`config.mk`:
```
export PLATFORM = sky130hd
export DESIGN_NAME = pipelined_nbit_adder
export DESIGN_NICKNAME = d
export VERILOG_FILES = /design/src/rtl/adder_pkg.sv /design/src/rtl/adder_stage.sv /design/src/rtl/pipelined_nbit_adder.sv
export SDC_FILE = /design/constraint.sdc
export NUM_CORES = 1
export LEC_CHECK = 0
export ABC_AREA = 1
export CORE_UTILIZATION = 40
export DETAILED_ROUTE_END_ITERATION = 10
export GPL_TIMING_DRIVEN = 0
export RECOVER_POWER = 25
export SYNTH_ARGS = -nofsm -noshare
export SYNTH_HDL_FRONTEND = slang
export SYNTH_SLANG_ARGS = --single-unit
```
`constraint.sdc`:
```
create_clock -name clk -period 12 [get_ports clk]
set_clock_uncertainty 0.1 [all_clocks]
set_input_delay 1.8 -clock clk [delete_from_list [all_inputs] [get_ports clk]]
set_output_delay 1.8 -clock clk [all_outputs]
set_load 0.02 [all_outputs]
```
`src/rtl/adder_pkg.sv`:
```
// adder_pkg: chunk sizing, saturation constants and mode encoding shared by the pipelined adder
package adder_pkg;
  localparam int MAX_W = 1024;
  localparam logic MODE_ADD = 1'b0;
  localparam logic MODE_SUB = 1'b1;
  function automatic int chunk_width(input int w, input int s);
    return w / s;
  endfunction
  function automatic logic [MAX_W-1:0] sat_min(input int w);
    logic [MAX_W-1:0] r;
    r = '0;
    r[w-1] = 1'b1;
    return r;
  endfunction
  function automatic logic [MAX_W-1:0] sat_max(input int w);
    return sat_min(w) - 1'b1;
  endfunction
endpackage

```
`src/rtl/adder_stage.sv`:
```
// adder_stage: one CHUNK-bit slice of the pipelined adder with its stage register and load logic
// PIPELINED_ADDER_SAT_EN clamps the result in the last stage on signed overflow
module adder_stage
  import adder_pkg::*;
#(
  parameter int WIDTH = 32,
  parameter int CHUNK = 8,
  parameter int IDX = 0,
  parameter bit LAST = 1'b1
) (
  input  logic             clk,
  input  logic             rst,
  input  logic             vin,
  input  logic             dn_load,
  output logic             load,
  output logic             vout,
  input  logic [WIDTH-1:0] a_in,
  input  logic [WIDTH-1:0] b_in,
  input  logic [WIDTH-1:0] s_in,
  input  logic             c_in,
  output logic [WIDTH-1:0] a_q,
  output logic [WIDTH-1:0] b_q,
  output logic [WIDTH-1:0] s_q,
  output logic             c_q,
  output logic             o_q
);
  logic [CHUNK:0] part;
  logic [WIDTH-1:0] s_nx, s_d;
  logic o_nx;
  assign load = !vout || dn_load;
  always_comb begin
    part = {1'b0, a_in[IDX*CHUNK +: CHUNK]} + {1'b0, b_in[IDX*CHUNK +: CHUNK]} + {{CHUNK{1'b0}}, c_in};
    s_nx = s_in;
    s_nx[IDX*CHUNK +: CHUNK] = part[CHUNK-1:0];
    o_nx = (a_in[WIDTH-1] == b_in[WIDTH-1]) && (s_nx[WIDTH-1] != a_in[WIDTH-1]);
`ifdef PIPELINED_ADDER_SAT_EN
    s_d = (LAST && o_nx) ? (a_in[WIDTH-1] ? WIDTH'(sat_min(WIDTH)) : WIDTH'(sat_max(WIDTH))) : s_nx;
`else
    s_d = s_nx;
`endif
  end
  always_ff @(posedge clk or posedge rst) begin
    if (rst) begin
      vout <= 1'b0;
      a_q  <= '0;
      b_q  <= '0;
      s_q  <= '0;
      c_q  <= 1'b0;
      o_q  <= 1'b0;
    end else if (load) begin
      vout <= vin;
      if (vin) begin
        a_q <= a_in;
        b_q <= b_in;
        s_q <= s_d;
        c_q <= part[CHUNK];
        o_q <= o_nx;
      end
    end
  end
endmodule

```
`src/rtl/pipelined_nbit_adder.sv`:
```
// pipelined_nbit_adder: valid/ready pipelined adder/subtractor resolving one chunk per stage
// PIPELINED_ADDER_SAT_EN enables signed saturation of the result
module pipelined_nbit_adder
  import adder_pkg::*;
#(
  parameter int WIDTH = 32,
  parameter int STAGES = 4
) (
  input  logic             clk,
  input  logic             rst,
  input  logic             in_valid,
  output logic             in_ready,
  input  logic [WIDTH-1:0] a,
  input  logic [WIDTH-1:0] b,
  input  logic             cin,
  input  logic             sub,
  output logic             out_valid,
  input  logic             out_ready,
  output logic [WIDTH-1:0] sum,
  output logic             cout,
  output logic             overflow
);
  localparam int CHUNK = chunk_width(WIDTH, STAGES);
  logic [WIDTH-1:0] ap [STAGES+1];
  logic [WIDTH-1:0] bp [STAGES+1];
  logic [WIDTH-1:0] sp [STAGES+1];
  logic cp [STAGES+1];
  logic vp [STAGES+1];
  logic ld [STAGES+1];
  logic op [STAGES];
  if (WIDTH % STAGES != 0) begin : g_bad_split
    $error("WIDTH must be divisible by STAGES");
  end
  assign ap[0] = a;
  assign bp[0] = (sub == MODE_SUB) ? ~b : b;
  assign sp[0] = '0;
  assign cp[0] = (sub == MODE_SUB) ? 1'b1 : cin;
  assign vp[0] = in_valid;
  assign ld[STAGES] = out_ready;
  assign in_ready = ld[0];
  assign out_valid = vp[STAGES];
  assign sum = sp[STAGES];
  assign cout = cp[STAGES];
  assign overflow = op[STAGES-1];
  for (genvar k = 0; k < STAGES; k++) begin : g_stage
    adder_stage #(
      .WIDTH(WIDTH),
      .CHUNK(CHUNK),
      .IDX(k),
      .LAST(k == STAGES - 1)
    ) u_stage (
      .clk(clk),
      .rst(rst),
      .vin(vp[k]),
      .dn_load(ld[k+1]),
      .load(ld[k]),
      .vout(vp[k+1]),
      .a_in(ap[k]),
      .b_in(bp[k]),
      .s_in(sp[k]),
      .c_in(cp[k]),
      .a_q(ap[k+1]),
      .b_q(bp[k+1]),
      .s_q(sp[k+1]),
      .c_q(cp[k+1]),
      .o_q(op[k])
    );
  end
endmodule

```
==> qor.yml, run 1 <==
status: "complete, but fails checks"
violations: "capacitance limit, slew limit"
post_cts_buffers: 0
synth-seq-cells: 185
hp-class: "reg2reg"
internal_power_mw: 1.51
rsz0062_at_grt: "no"
hold_viol_final: 0
p_seq_share_pct: 40.5
yosys_warnings: 0
gp_congestion: 0.840
wire_per_inst_um: 13.3
final_antenna_net_count: 0
yosysTopAreaCellShare_pct: 53.5
finalPower_mw: 2.43
crit_path_end_kind: "output pin"
synth_area_um2: 8650
insertedDiodeCount: 0
cts_buffer_depth: 2
cts.htree.levels: 4
grt_pass1_wl_um: 32000
finalMaxSlewViolations: 56
setup-tns-final_ns: 0
fmax_mhz: 184
cts_resized: 0
worst_pin_slew_ns: 2.49
crit_buf_inv: 2
synth_mux_area_share_pct: 0
crit_type: "in2out"
required_ns: 10.10
numCtsBuffers: 17
pwr_density_cell_nw_per_um2: 229
path_depth: 4
setup-violations-final: 0
ys_types: 27
synth_compound_area_share_pct: 5.19
final_util_pct: 50.2
async_flop_share_pct: 100
via_count: 6526
floorplan.initialDensity_pct: 41.0
io_pins: 106
ctsHoldBuffers: 0
crit_chain: "dlygate4sd3_1, nor2_1, nand4_2, clkdlybuf4s50_1"
drc_errors: 0
fin_cells: 1440
path_delay_family: "buffers and inverters"
synth_top_family_by_area: "simple AND/OR/NAND/NOR gates"
drv_cap: 1
seq_area_frac_synth_pct: 53.5
slowest_delay_ns: 0.60
synthTopCellsByArea: "dfrtp_1, nand2_1, ha_1, inv_1, xnor2_1"
vias_per_cell: 4.53
worstPathMaxFanout: 4
synthAdderAreaFrac_pct: 5.90
drt_iter0_drc: 326
synth_nets: 1136
yosys.area_share.simple_pct: 25.8
reg2reg_slack_ns: 10.00
period_needed_ns: 5.43
core-area_um2: 21100
die_w_um: 149
ir_worst_vdd_mv: 0.106
firstDrtPassIters: 4
synth_top_cell_by_area: "dfrtp_1"
io_buffers: 104
clk_pin_slew_worst_paths_ns: 0.06
wirelength_um: 19100
tritoncts: "done"
reg2regPathDepth: 8
cts_root_buf: "clkbuf_16"
num_rows: 53
cts.sinks: 185
clock_latency_ns: 0.43
grt-ovfl-total: 0
drive_gt1_share_pct: 6.27
synth-xor-area-share_pct: 3.85
leakage_nw: 5.45
antenna_found_initial: 0
dp_cells: 1410
whs_path_depth: 2
switching_share_pct: 38.0
fp.dieArea_um2: 22200
grt_usage_pct: 18.5
final_nets: 1260
cp_slowest_cell: "clkdlybuf4s50_1"
switching_power_uw: 922
synth_edf_count: 0
cp.arrival_ns: 3.53
p_comb_share_pct: 38.7
syn_inst: 1030
synth_commonest_cells: "nand2_1, dfrtp_1, inv_1"
slew_headroom_pct: -66.7
syn_to_final_growth_pct: 22.4
start_kind: "primary input"
syn_area_per_cell_um2: 8.40
yosysMostFrequentCell: "nand2_1"
fp.dieH_um: 149
fin_crit_sh_pct: 45.2
power.share.clock_pct: 20.8
grt_max_degree: 131
dp_hpwl_um: 14500
grt_pass1_vias: 6345
synth_flop_cell: "dfrtp_1"
-- per-stage QoR --
| stage | setup slack, ns | cell area (um2) | hold WS (ns) |
|---|---|---|---|
| finish | 6.57 | 10600 | 0.371 |
| global route | 6.49 | 10600 | 0.385 |
| CTS | 6.79 | 10600 | 0.372 |
| detailed placement | 6.79 | 10100 | 0.356 |
| global placement | 2.56 | 10000 | 0.353 |
| floorplan | 5.07 | 8650 | 0.342 |
-- per-layer routing --
metal / routed length (um) / up-vias / part of all wire (%) / GRT usage (%)
met5: 0 / - / 0 / 0
met4: 102 / 0 / 0.53 / 5.77
met3: 414 / 4 / 2.2 / 2.60
met2: 8750 / 92 / 46 / 28.8
met1: 9860 / 2981 / 52 / 26.8
li1: - / 3449 / - / -
-- cells by family (layout without fill, tap and decap cells) --
group                    after synthesis  count (layout)
buffers and inverters                115             250
XOR/XNOR                              38              38
adder cells (fa/ha/maj)               36              36
AO/OA/AOI/OAI                         87              87
AND/OR/NAND/NOR                      569             569
flip-flops                           185             185
-- power by group through the flow --
stage	sequential [mW]	combinational, mW	clock (mW)
after CTS	0.985	0.954	0.519
after floorplan	1.02	0.586	0
after detailed placement	0.995	0.947	0
after global placement	0.991	0.931	0
final	0.984	0.939	0.506
after global routing	1.01	1.08	0.543
-- final cells by class --
type	instances	area, um2
Clock buffer	23	478
Buffer	40	218
Fill cell	2100	10500
Inverter	75	283
Tap cell	275	344
Clock inverter	7	46.3
Timing Repair Buffer	105	1070
Multi-Input combinational cell	730	3520
Sequential cell	185	4630
-- cells in the final DEF, fill, tap and decap left out, types with 10 or more instances in the layout --
master	netlist	routed
nor2_1	21	22
ha_1	28	28
xor2_1	10	10
buf_2	24	24
nand2_1	494	494
clkdlybuf4s50_1	0	102
clkbuf_1	7	10
dfrtp_1	185	185
o21ai_0	48	48
xnor2_1	28	28
clkbuf_16	0	17
nand3_1	39	39
o21ai_1	17	17
inv_1	70	69
a21oi_1	15	15
-- final timing paths --
| kind | from | endpoint |
|---|---|---|
| worst max register to register | g_stage[1].u_stage.a_q[16] | g_stage[2].u_stage.c_q |
| worst max-delay path | out_ready | in_ready |
| worst min register to register | g_stage[0].u_stage.b_q[18] | g_stage[1].u_stage.b_q[18] |
| worst min-delay path | g_stage[0].u_stage.b_q[18] | g_stage[1].u_stage.b_q[18] |
| min in group asynchronous | rst | g_stage[3].u_stage.o_q |
| max in group asynchronous | rst | g_stage[0].u_stage.a_q[15] |
-- registers in the layout, summed over array words and instances (netlist names) --
signal                flops
g_stage.u_stage.a_q      48
g_stage.u_stage.b_q      48
g_stage.u_stage.c_q       4
g_stage.u_stage.o_q       1
g_stage.u_stage.s_q      80
g_stage.u_stage.vout      4
-- worst min-delay path, stage by stage (launching register included) --
cell     delay (ns)
dfrtp_1        0.34
nand2_1        0.05
nand2_1        0.05
Note: power is estimated with default switching activity, not from simulation.
==> run 2, diff against run 1 <==
clock period = 5.1 ns   (was 12 ns; I/O delays follow)
==> run 2 against run 1 <==
  * The run still ends with capacitance limit, slew limit left
  * Routed wire length fell by 0.36%
  * Setup slack got worse by 4.8 ns
  * Flip-flop and latch count did not move
  * Non-clock buffer count rose by 4
  * Via count rose by 2.6%
  * Final cell count rose by 0.35%
  * Critical path depth rose by 1
  * Die area did not move
  * Global-route usage rose by 0.27 points
  * Core utilization rose by 0.80 points
  * Clock-buffer cell count fell by 4
  * Largest power group unchanged
==> qor.yml, run 2 (same netlist as run 1, synthesis figures left out) <==
cts.htree.levels: 4  # unchanged
final_common_cell: "nand2_1"
cts_root_buf: "clkbuf_16"
hold_viol_final: 0  # unchanged
crit_path_end_kind: "async pin"
timing.rr.start: "g_stage[1].u_stage.a_q[16]"
fmax_mhz: 302
firstDrtPassIters: 5  # +1
antenna_found_initial: 0  # unchanged
vias_per_cell: 4.63  # +2.2%
core-area_um2: 21100  # unchanged
floorplan.initialDensity_pct: 41.0  # unchanged
pwr_density_cell_nw_per_um2: 555  # +140%
period_needed_ns: 3.31
num_rows: 53  # unchanged
path_depth: 5  # +1
wirelength_um: 19100  # -0.36%
final_antenna_net_count: 0  # unchanged
grt_pass1_wl_um: 32500  # +1.5%
syn_to_final_growth_pct: 24.3
reg2reg_slack_ns: 3.11  # -6.89 ns
crit_buf_inv: 5  # +3
drt_iter0_drc: 283  # -13%
worst_pin_slew_ns: 1.96  # -0.531 ns
violations: "capacitance limit, slew limit"
setup-violations-final: 0  # unchanged
tritoncts: "done"
layout_common_cells: "nand2_1, dfrtp_1, clkdlybuf4s50_1"
final_nets: 1264  # +0.32%
rsz0062_at_grt: "no"
wire_per_inst_um: 13.2  # -0.71%
slowest_delay_ns: 1.43  # +0.83 ns
drc_errors: 0  # unchanged
gp_congestion: 0.835  # -0.58%
io_buffers: 104  # unchanged
start_kind: "primary input"
grt_pass1_vias: 6329  # -0.25%
dp_hpwl_um: 15000  # +3.3%
hp-class: "reg2reg"
crit_end: "g_stage[1].u_stage.c_q"
fp.dieH_um: 149  # unchanged
finalPower_mw: 5.97  # +150%
ctsHoldBuffers: 0  # unchanged
cp.arrival_ns: 3.83  # +0.30 ns
crit_chain: "dlygate4sd3_1, clkinvlp_2, clkbuf_1, buf_12, buf_12"
worstPathMaxFanout: 37  # +33
clk_pin_slew_worst_paths_ns: 0.07  # about the same
setup-tns-final_ns: 0  # unchanged
largest_reg_flops: 80  # unchanged
io_pins: 106  # unchanged
clock_latency_ns: 0.43  # about the same
rr_endpoint: "g_stage[2].u_stage.c_q"
largestRegisters: "g_stage.u_stage.s_q x80, g_stage.u_stage.a_q x48, g_stage.u_stage.b_q x48"
numCtsBuffers: 17  # unchanged
fin_crit_sh_pct: 64.8
fin_ws_ns: 1.79  # -4.78 ns
crit_start: "rst"
die_w_um: 149  # unchanged
post_cts_buffers: 0  # unchanged
reg2regPathDepth: 8  # unchanged
cpMostUsedCell: "buf_12"
crit_type: "in2async"
path_delay_family: "buffers and inverters"
grt-ovfl-total: 0  # unchanged
regMostFlops: "g_stage.u_stage.s_q"
status: "complete, but fails checks"
cts_buffer_depth: 2  # unchanged
drive_gt1_share_pct: 6.84  # +0.57 points
grt_max_degree: 39  # -70%
insertedDiodeCount: 0  # unchanged
cts.sinks: 185  # unchanged
via_count: 6694  # +2.6%
required_ns: 5.62  # -4.48 ns
slew_headroom_pct: -30.4  # +36 points
cp_slowest_cell: "clkbuf_1"
leakage_nw: 5.52  # +1.3%
cts_resized: 0  # unchanged
drv_cap: 2  # +1
ir_worst_vdd_mv: 0.230  # +120%
grt_usage_pct: 18.8  # +0.27 points
finalMaxSlewViolations: 71  # +27%
fp.dieArea_um2: 22200  # unchanged
worstHoldStart: "g_stage[0].u_stage.a_q[17]"
dp_slack_ns: 1.97  # -4.83 ns
run 2: cell count changes in the layout (fill, tap and decap cells not counted):
| cell | before | now |
|---|---|---|
| clkinvlp_4 | 3 | 5 |
| nor2_1 | 22 | 21 |
| clkinv_2 | 3 | 2 |
| nor2_2 | 0 | 1 |
| clkbuf_8 | 3 | 2 |
| clkinv_4 | 1 | 0 |
| bufinv_16 | 0 | 5 |
| buf_12 | 0 | 3 |
| clkbuf_1 | 10 | 9 |
| buf_16 | 1 | 0 |
run 2: worst min-delay path by stage:
stage	end	slack, ns	cells past startpoint
detailed placement	g_stage[1].u_stage.a_q[17]	0.35	2
global placement	g_stage[2].u_stage.b_q[27]	0.35	2
global route	g_stage[2].u_stage.b_q[28]	0.39	2
floorplan	g_stage[1].u_stage.a_q[16]	0.34	2
finish	g_stage[1].u_stage.a_q[17]	0.37	2
CTS	g_stage[1].u_stage.a_q[17]	0.37	2
run 2: worst reg2reg max path, cell delays in order (launching register included):
cell and delay [ns]:
dfrtp_1 0.40, fa_1 0.50, fa_1 0.45, nand2_1 0.09, nand3_1 0.12, nand2_1 0.09, nand2_1 0.05, nand2_1 0.05
nand2_1 0.05
run 2: power by group:
| group | switching [mW] | internal (mW) | total, mW |
|---|---|---|---|
| clock network | 0.555 | 0.891 | 1.45 |
| registers | 0.311 | 2.00 | 2.31 |
| logic | 1.32 | 0.890 | 2.21 |
run 2: area by class of cell:
cell class	instances	area, um2
sequential	185	4630
clock inverter	12	198
fill	2061	10300
multi-input combinational	730	3520
timing repair buffer	109	1110
tap	275	344
inverter	75	283
clock buffer	19	453
buffer	40	218
run 2: stage by stage:
stage | util, % | cell area [um2] | hold slack [ns] | instances
6_report | 51.0 | 10800 | 0.370 | 1445
5_1_grt | 51.0 | 10800 | 0.393 | 1445
4_1_cts | 51.2 | 10800 | 0.370 | 1445
3_5_place_dp | 48.1 | 10100 | 0.353 | 1414
3_3_place_gp | 47.6 | 10000 | 0.354 | 1409
2_1_floorplan | - | 8650 | 0.342 | 1030
run 2: routing by layer:
layer | GRT usage [%] | share of wire, % | routed length (um) | vias up
met3 | 2.75 | 3.5 | 664 | 11
met1 | 27.1 | 50 | 9460 | 3075
met4 | 5.71 | 1.0 | 197 | 0
li1 | - | - | - | 3465
met2 | 29.3 | 46 | 8730 | 143
met5 | 0 | 0 | 0 | -
==> run 3, diff against run 2 <==
clock period = 3.2 ns   (was 5.1 ns; I/O delays follow)
==> run 3 against run 2 <==
  * The run now ends clean
  * Hold slack about the same
  * Core utilization about the same
  * Die area unchanged
  * Routed wire length up 0.25%
  * Global-route usage unchanged
  * Clock power up 59%
  * First-iteration DRC count down 2.5%
  * Combinational power up 60%
  * Critical path depth down 1
  * Critical path type is now in2out
  * Critical endpoint is now in_ready
==> qor.yml, run 3 (same netlist as run 1, synthesis figures left out) <==
hp-class: "reg2reg"
largest_reg_flops: 80  # unchanged
rsz0062_at_grt: "no"
finalInstanceArea_um2: 10800  # about the same
dp_hpwl_um: 15000  # unchanged
num_rows: 53  # unchanged
wl_met2_um: 8730  # about the same
start_kind: "primary input"
final_antenna_net_count: 0  # unchanged
gp_congestion: 0.835  # unchanged
grt_pass1_wl_um: 32500  # unchanged
core-area_um2: 21100  # unchanged
tritoncts: "done"
fin_ws_ns: 0.528  # -1.27 ns
wire_per_inst_um: 13.2  # +0.25%
numCtsBuffers: 17  # unchanged
fp.dieArea_um2: 22200  # unchanged
io_buffers: 104  # unchanged
drt_iter0_drc: 276  # -2.5%
dp_slack_ns: 0.473  # -1.49 ns
post_cts_buffers: 0  # unchanged
cts_resized: 0  # unchanged
final_util_pct: 51.0  # about the same
cp.arrival_ns: 2.09  # -1.74 ns
status: "finished clean"
cts_root_buf: "clkbuf_16"
clock_latency_ns: 0.43  # about the same
grt_usage_pct: 18.8  # unchanged
antenna_found_initial: 0  # unchanged
drt-met1-wl_um: 9590  # +1.3%
final_nets: 1264  # unchanged
drc_errors: 0  # unchanged
die_w_um: 149  # unchanged
pwr_density_cell_nw_per_um2: 885  # +59%
leakage_nw: 5.52  # +0.11%
whs_ns: 0.370  # +0.0000310 ns
wirelength_um: 19100  # +0.25%
ctsHoldBuffers: 0  # unchanged
largestRegisters: "g_stage.u_stage.s_q x80, g_stage.u_stage.a_q x48, g_stage.u_stage.b_q x48"
period_needed_ns: 2.67
regMostFlops: "g_stage.u_stage.s_q"
route.met3.wl_um: 589  # -11%
hold_viol_final: 0  # unchanged
fp.dieH_um: 149  # unchanged
crit_path_end_kind: "output pin"
floorplan.initialDensity_pct: 41.0  # unchanged
grt-ovfl-total: 0  # unchanged
crit_chain: "dlygate4sd3_1, nor2_2, nand4_2, clkdlybuf4s50_1"
path_delay_family: "buffers and inverters"
final_common_cell: "nand2_1"
firstDrtPassIters: 5  # unchanged
finalMaxSlewViolations: 0  # -100%
ir_worst_vdd_mv: 0.365  # +59%
layout_common_cells: "nand2_1, dfrtp_1, clkdlybuf4s50_1"
io_pins: 106  # unchanged
grt_max_degree: 39  # unchanged
cp_slowest_cell: "clkdlybuf4s50_1"
cts.htree.levels: 4  # unchanged
worstPathMaxFanout: 4  # -89%
crit_buf_inv: 2  # -3
cts.sinks: 185  # unchanged
dpl_cell_area_um2: 10100  # unchanged
drv_cap: 0  # -2
fin_crit_sh_pct: 83.5
fmax_mhz: 374
slew_headroom_pct: 39.5  # +70 points
syn_to_final_growth_pct: 24.4  # about the same
slowest_delay_ns: 0.59  # -0.84 ns
cts_buffer_depth: 2  # unchanged
vias_per_cell: 4.64  # +0.21%
grt_pass1_vias: 6329  # unchanged
insertedDiodeCount: 0  # unchanged
clk_pin_slew_worst_paths_ns: 0.06  # about the same
setup-violations-final: 0  # unchanged
required_ns: 2.62  # -3.00 ns
crit_type: "in2out"
drive_gt1_share_pct: 7.01  # +0.17 points
top_layer: "met4"
worst_pin_slew_ns: 0.907  # -1.05 ns
via_count: 6708  # +0.21%
==> run 3: power by group <==
part / switching (mW) / total, mW / internal, mW
combinational: 2.11 / 3.53 / 1.42
clock: 0.885 / 2.30 / 1.42
sequential: 0.494 / 3.68 / 3.19
total: 3.49 / 9.52 / 6.03
==> run 3: area by class of cell <==
class	instances	area, um2
Inverter	75	283
Multi-Input combinational cell	730	3520
Tap cell	275	344
Timing Repair Buffer	109	1110
Clock inverter	12	198
Buffer	40	218
Sequential cell	185	4630
Clock buffer	19	453
Fill cell	2060	10300
==> run 3: final timing paths <==
kind | start | to | slack [ns] | depth (start not counted)
max in group asynchronous | rst | g_stage[0].u_stage.b_q[10] | 1.03 | 4
hold / removal | g_stage[3].u_stage.s_q[21] | g_stage[3].u_stage.s_q[21] | 0.37 | 2
setup / recovery | out_ready | in_ready | 0.53 | 4
setup reg to reg | g_stage[1].u_stage.a_q[16] | g_stage[2].u_stage.c_q | 1.21 | 8
hold reg to reg | g_stage[3].u_stage.s_q[21] | g_stage[3].u_stage.s_q[21] | 0.37 | 2
min in group asynchronous | rst | g_stage[3].u_stage.o_q | 0.54 | 2
==> run 3: worst register-to-register path, cell delays in order (launching register included) <==
cell     delay, ns
dfrtp_1       0.40
fa_1          0.50
fa_1          0.45
nand2_1       0.09
nand3_1       0.12
nand2_1       0.09
nand2_1       0.05
nand2_1       0.05
nand2_1       0.05
==> run 3: routing by layer <==
metal | vias up | global-route usage [%]
met2 | 134 | 29.3
li1 | 3467 | -
met4 | 0 | 5.71
met1 | 3096 | 27.1
met5 | - | 0
met3 | 11 | 2.75
==> run 3: stage by stage <==
stage,std cells,power (mW),setup TNS (ns)
after floorplan,1030,6.02,0
after global placement,1409,7.21,-237.74
after detailed placement,1414,7.30,0
after CTS,1445,9.63,0
after global routing,1445,10.3,0
final,1445,9.52,0
